===== src/rtl/ks_add_scheduler.sv =====
// Round-robin two-requester front end for one shared 32-bit adder.
// Each operation is NWORDS words, added LSW first with the carry chained through a register.
module ks_add_scheduler #(
  parameter  int NWORDS = 2,
  localparam int OW     = 32 * NWORDS
) (
  input  logic          clk,
  input  logic          rst_n,
  input  logic          req0_valid,
  input  logic          req1_valid,
  output logic          req0_ready,
  output logic          req1_ready,
  input  logic [OW-1:0] req0_a,
  input  logic [OW-1:0] req0_b,
  input  logic [OW-1:0] req1_a,
  input  logic [OW-1:0] req1_b,
  input  logic          req0_cin,
  input  logic          req1_cin,
  output logic          rsp0_valid,
  output logic          rsp1_valid,
  input  logic          rsp0_ready,
  input  logic          rsp1_ready,
  output logic [OW-1:0] rsp_sum,
  output logic          rsp_cout,
  output logic [31:0]   add_a,
  output logic [31:0]   add_b,
  output logic          add_cin,
  input  logic [31:0]   add_sum,
  input  logic          add_cout,
  output logic          busy,
  output logic          owner
);

  localparam int IW = (NWORDS > 1) ? $clog2(NWORDS) : 1;

  typedef enum logic [1:0] {IDLE, RUN, RESP} state_t;

  state_t          r_state, w_state_nxt;
  logic            r_rr, r_owner, r_carry, r_cout;
  logic [IW-1:0]   r_widx;
  logic [OW-1:0]   r_a, r_b, r_sum;

  logic            w_any, w_gidx, w_grant, w_last, w_rsp_hs;
  logic [1:0][OW-1:0] w_req_a, w_req_b;
  logic [1:0]      w_req_cin;

  assign w_req_a   = {req1_a, req0_a};
  assign w_req_b   = {req1_b, req0_b};
  assign w_req_cin = {req1_cin, req0_cin};

  // Arbitration: a lone requester always wins; a tie goes to the rr pointer.
  assign w_any   = req0_valid | req1_valid;
  assign w_gidx  = (req0_valid && req1_valid) ? r_rr : req1_valid;
  assign w_grant = (r_state == IDLE) && w_any;
  assign w_last  = (r_widx == IW'(NWORDS - 1));

  assign req0_ready = w_grant && !w_gidx;
  assign req1_ready = w_grant &&  w_gidx;
  assign rsp0_valid = (r_state == RESP) && !r_owner;
  assign rsp1_valid = (r_state == RESP) &&  r_owner;
  assign w_rsp_hs   = (rsp0_valid && rsp0_ready) || (rsp1_valid && rsp1_ready);

  assign rsp_sum  = r_sum;
  assign rsp_cout = r_cout;
  assign busy     = (r_state != IDLE);
  assign owner    = r_owner;

  always_comb begin
    add_a   = '0;
    add_b   = '0;
    add_cin = 1'b0;
    if (r_state == RUN) begin
      add_a   = r_a[32*int'(r_widx) +: 32];
      add_b   = r_b[32*int'(r_widx) +: 32];
      add_cin = r_carry;
    end
  end

  always_comb begin
    w_state_nxt = r_state;
    case (r_state)
      IDLE:    if (w_any)    w_state_nxt = RUN;
      RUN:     if (w_last)   w_state_nxt = RESP;
      RESP:    if (w_rsp_hs) w_state_nxt = IDLE;
      default:               w_state_nxt = IDLE;
    endcase
  end

  always_ff @(posedge clk or negedge rst_n) begin
    if (!rst_n) begin
      r_state <= IDLE;
      r_rr    <= 1'b0;
      r_owner <= 1'b0;
      r_widx  <= '0;
      r_carry <= 1'b0;
      r_a     <= '0;
      r_b     <= '0;
      r_sum   <= '0;
      r_cout  <= 1'b0;
    end else begin
      r_state <= w_state_nxt;
      if (w_grant) begin
        r_a     <= w_req_a[w_gidx];
        r_b     <= w_req_b[w_gidx];
        r_carry <= w_req_cin[w_gidx];
        r_widx  <= '0;
        r_owner <= w_gidx;
        r_rr    <= ~w_gidx;
      end else if (r_state == RUN) begin
        r_sum[32*int'(r_widx) +: 32] <= add_sum;
        r_carry <= add_cout;
        r_widx  <= r_widx + IW'(1);
        if (w_last) r_cout <= add_cout;
      end
    end
  end

endmodule

===== config.mk =====
export PLATFORM = sky130hd
export DESIGN_NAME = ks_add_scheduler
export DESIGN_NICKNAME = d
export VERILOG_FILES = /design/src/rtl/ks_add_scheduler.sv
export SDC_FILE = /design/constraint.sdc
export NUM_CORES = 1
export LEC_CHECK = 0
export CAP_MARGIN = 25
export CORE_AREA = 2 2 169 171
export CTS_BUF_LIST = sky130_fd_sc_hd__clkbuf_4
export CTS_CLUSTER_SIZE = 10
export DETAILED_ROUTE_END_ITERATION = 10
export DIE_AREA = 0 0 171 173
export PLACE_DENSITY = 0.71
export SLEW_MARGIN = 15
export SYNTH_ARGS = -nofsm -noshare
export SYNTH_HDL_FRONTEND = slang
export SYNTH_SLANG_ARGS = --single-unit

===== constraint.sdc =====
create_clock -name clk -period 2.3 [get_ports clk]
set_input_delay 0.46 -clock clk [delete_from_list [all_inputs] [get_ports clk]]
set_output_delay 0.46 -clock clk [all_outputs]
set_load 0.02 [all_outputs]

==> qor.csv <==
metric,value,unit
result of the run,finished with violations,
failing checks,setup timing,
total power of the final layout,19400,µW
global-route wire length before repair,52300,µm
clock latency on the worst-skew pair,0.66,ns
share of the yosys chip area belonging to registers,0.541,
final max-slew violation count,0,
Std-Cell Rows,61,
fraction of final layout cells with drive strength greater than 1,0.199,
largest net degree at the start of global routing,132,
post-layout net count,1410,
average footprint of a synthesized cell,13.3,µm²
area share of the largest cell type after synthesis,0.541,
Buf/Inv on CP,4,
buffer levels on the longest clock path,2,
pre-CTS setup slack,-0.0906,ns
Worst Skew,0.0538,ns
"Primary FF master, synth",dfrtp_1,
post-synthesis cell type count,26,
startpoint type of the worst setup path,register,
RD Place Congestion,0.857,
vias per cell,5.44,
most frequent cells in the layout,"clkdlybuf4s50_1, dfrtp_1, a21boi_0, a221o_1, mux2_2",
violation count after the first detailed-routing iteration,678,
clock tree sinks,199,
maximum operating frequency,377,MHz
Worst Setup End Kind,output pin,
CP Data Required Time,1.84,ns
Synth Net Count,991,
kind of cell adding the most delay to the critical path,buffers and inverters,
proportion of synthesized flip-flops having asynchronous set or reset,1.00,
Worst Hold Class,input pin to async pin,
"commonest non-fill, non-tap cell in the layout",clkdlybuf4s50_1,
worst reg2reg path startpoint,r_state[1],
cell area after synthesis,0.00920,mm²
Final Worst Setup Slack,-0.355,ns
slowest cell on the critical path,dfrtp_1,
total wirelength of the detailed-routed design,35600,µm
Post-Route Hold Slack,0.321,ns
worst ir drop on vdd,1.10,mV
relative max-transition margin,0.320,
final core utilization,0.525,
"FF+latch count, synth",199,
critical path start-end classification,register to output pin,
cells along the critical path,"and2b_2, nor2b_4, buf_12, buf_12, clkbuf_16, a22o_1, buf_6",
Leakage Power,0.00604,µW
final design instance area without fill,0.0145,mm²
transition time at the pin with the least slew margin,1.02,ns
number of nets with antenna violations after detailed routing,0,
H-tree depth,4,
Die Outline Area,0.0296,mm²
Post-synth EDFFs,0,
arrival time at the worst endpoint,2.20,ns
Core Area,0.0276,mm²
effective utilization at floorplan,0.333,
final critical-path required period,2.66,ns
RSZ-0062 raised after global routing,yes,
overall via count from detail_route,8196,
flop-to-flop setup slack,0.20,ns
cell count after synthesis,694,
initial antenna violation count,4,
area added between synthesis and finish,57.8,%
Die Height,173,µm
Tcrit/Tclk final,1.15,
port bufs,432,
Routed WL per cell,23.6,µm
leading post-synthesis cells by cell area,"dfrtp_1, a221o_1, a21boi_0",
GRT overflow,0,
worst flop-to-flop path endpoint,r_a[22],
depth of the worst register-to-register path,5,
placed cell area,0.0139,mm²
I/O Pins,433,
TritonCTS buffer count,17,
post-DP HPWL,24000,µm
remaining routing DRC violations,0,
die boundary width,171,µm
largest fanout on the critical path,5,
Max Cap Violations,0,
Power per Cell Area,1340,mW/mm²
CTS tree,built,
via count of the first global-routing pass,8411,
clk slew on worst S/H paths,0.21,ns
Yosys warning count,0,
global-route total usage across every layer,0.233,
most area-hungry cell type in the Yosys netlist,dfrtp_1,
CTS root buffer,clkbuf_4,
longest individual stage delay on the worst path,0.39,ns
Final Hold Violating Endpoints,0,
final-report setup violation count,64,
most used cell along the critical path,buf_12,
detailed-router iteration count before antenna repair,7,
Yosys cell counts, types with 2 or more instances:
cell and instances:
a211oi_1 2, a21boi_0 128, a21o_1 2, a221o_1 128, a22o_1 64, and2_1 2
and3_1 2, buf_2 28, buf_4 3, buf_6 21, clkbuf_1 27, dfrtp_1 199
inv_1 2, mux2_2 66, nand2_1 5, nand2b_1 3, nor2_1 2, o21ai_0 2
registers in the layout, summed over array words and instances (netlist names):
name,cells
owner,1
r_a,64
r_b,64
r_carry,1
r_rr,1
r_state,2
r_widx,1
rsp_cout,1
rsp_sum,64
what timing repair did:
item | 4_1_cts | 5_1_grt
buffers inserted | 4 | 9
pin swaps | 1 | 37
setup endpoints to repair | 71 | 67
gates cloned | 3 | 2
hold endpoints to repair | 46 | 0
hold buffers | 1 | 0
gates resized for setup | 374 | 54
routing by layer:
metal / global-route usage / vias up / wire, µm
met5: 0 / - / 19
met4: 0.0837 / 4 / 820
met3: 0.0547 / 58 / 2200
met2: 0.381 / 322 / 17600
met1: 0.301 / 4202 / 14900
li1: - / 3610 / -
how the worst max path moves through the flow:
stage / startpoint / end / cells past startpoint
5_1_grt: r_state[1] / add_b[17] / 7
4_1_cts: r_state[1] / add_b[14] / 6
6_report: r_state[1] / add_b[24] / 7
3_3_place_gp: req0_valid / r_b[3] / 5
2_1_floorplan: r_state[1] / add_a[10] / 5
3_5_place_dp: req0_valid / r_b[0] / 5
stage by stage:
| stage | TNS, ns | std cells |
|---|---|---|
| after floorplan | 0 | 694 |
| after global placement | -1.19 | 1455 |
| after detailed placement | -4.81 | 1455 |
| after CTS | -22.94 | 1495 |
| after global routing | -27.93 | 1506 |
| final | -19.29 | 1506 |
power breakdown:
| group | internal, µW | switching (µW) | total [µW] |
|---|---|---|---|
| sequential | 5230 | 1040 | 6260 |
| clock | 511 | 1420 | 1930 |
| combinational | 5910 | 5330 | 11200 |
cell families after synthesis:
family	count (synthesis)	synth area share
compound gates	327	0.310
mux	66	0.0808
flops	199	0.541
buf+inv	81	0.0552
simple gates	21	0.0127
cell type report:
cell class | count | area (µm²)
well taps | 378 | 473
inverters | 2 | 7.51
repair buffers | 479 | 5020
multi-input cells | 414 | 3740
diodes | 2 | 5.00
flip-flops and latches | 199 | 4980
fillers | 2411 | 13100
clock inverters | 14 | 153
clock buffers | 18 | 135
No activity file was read; power rests on OpenSTA's default activity.
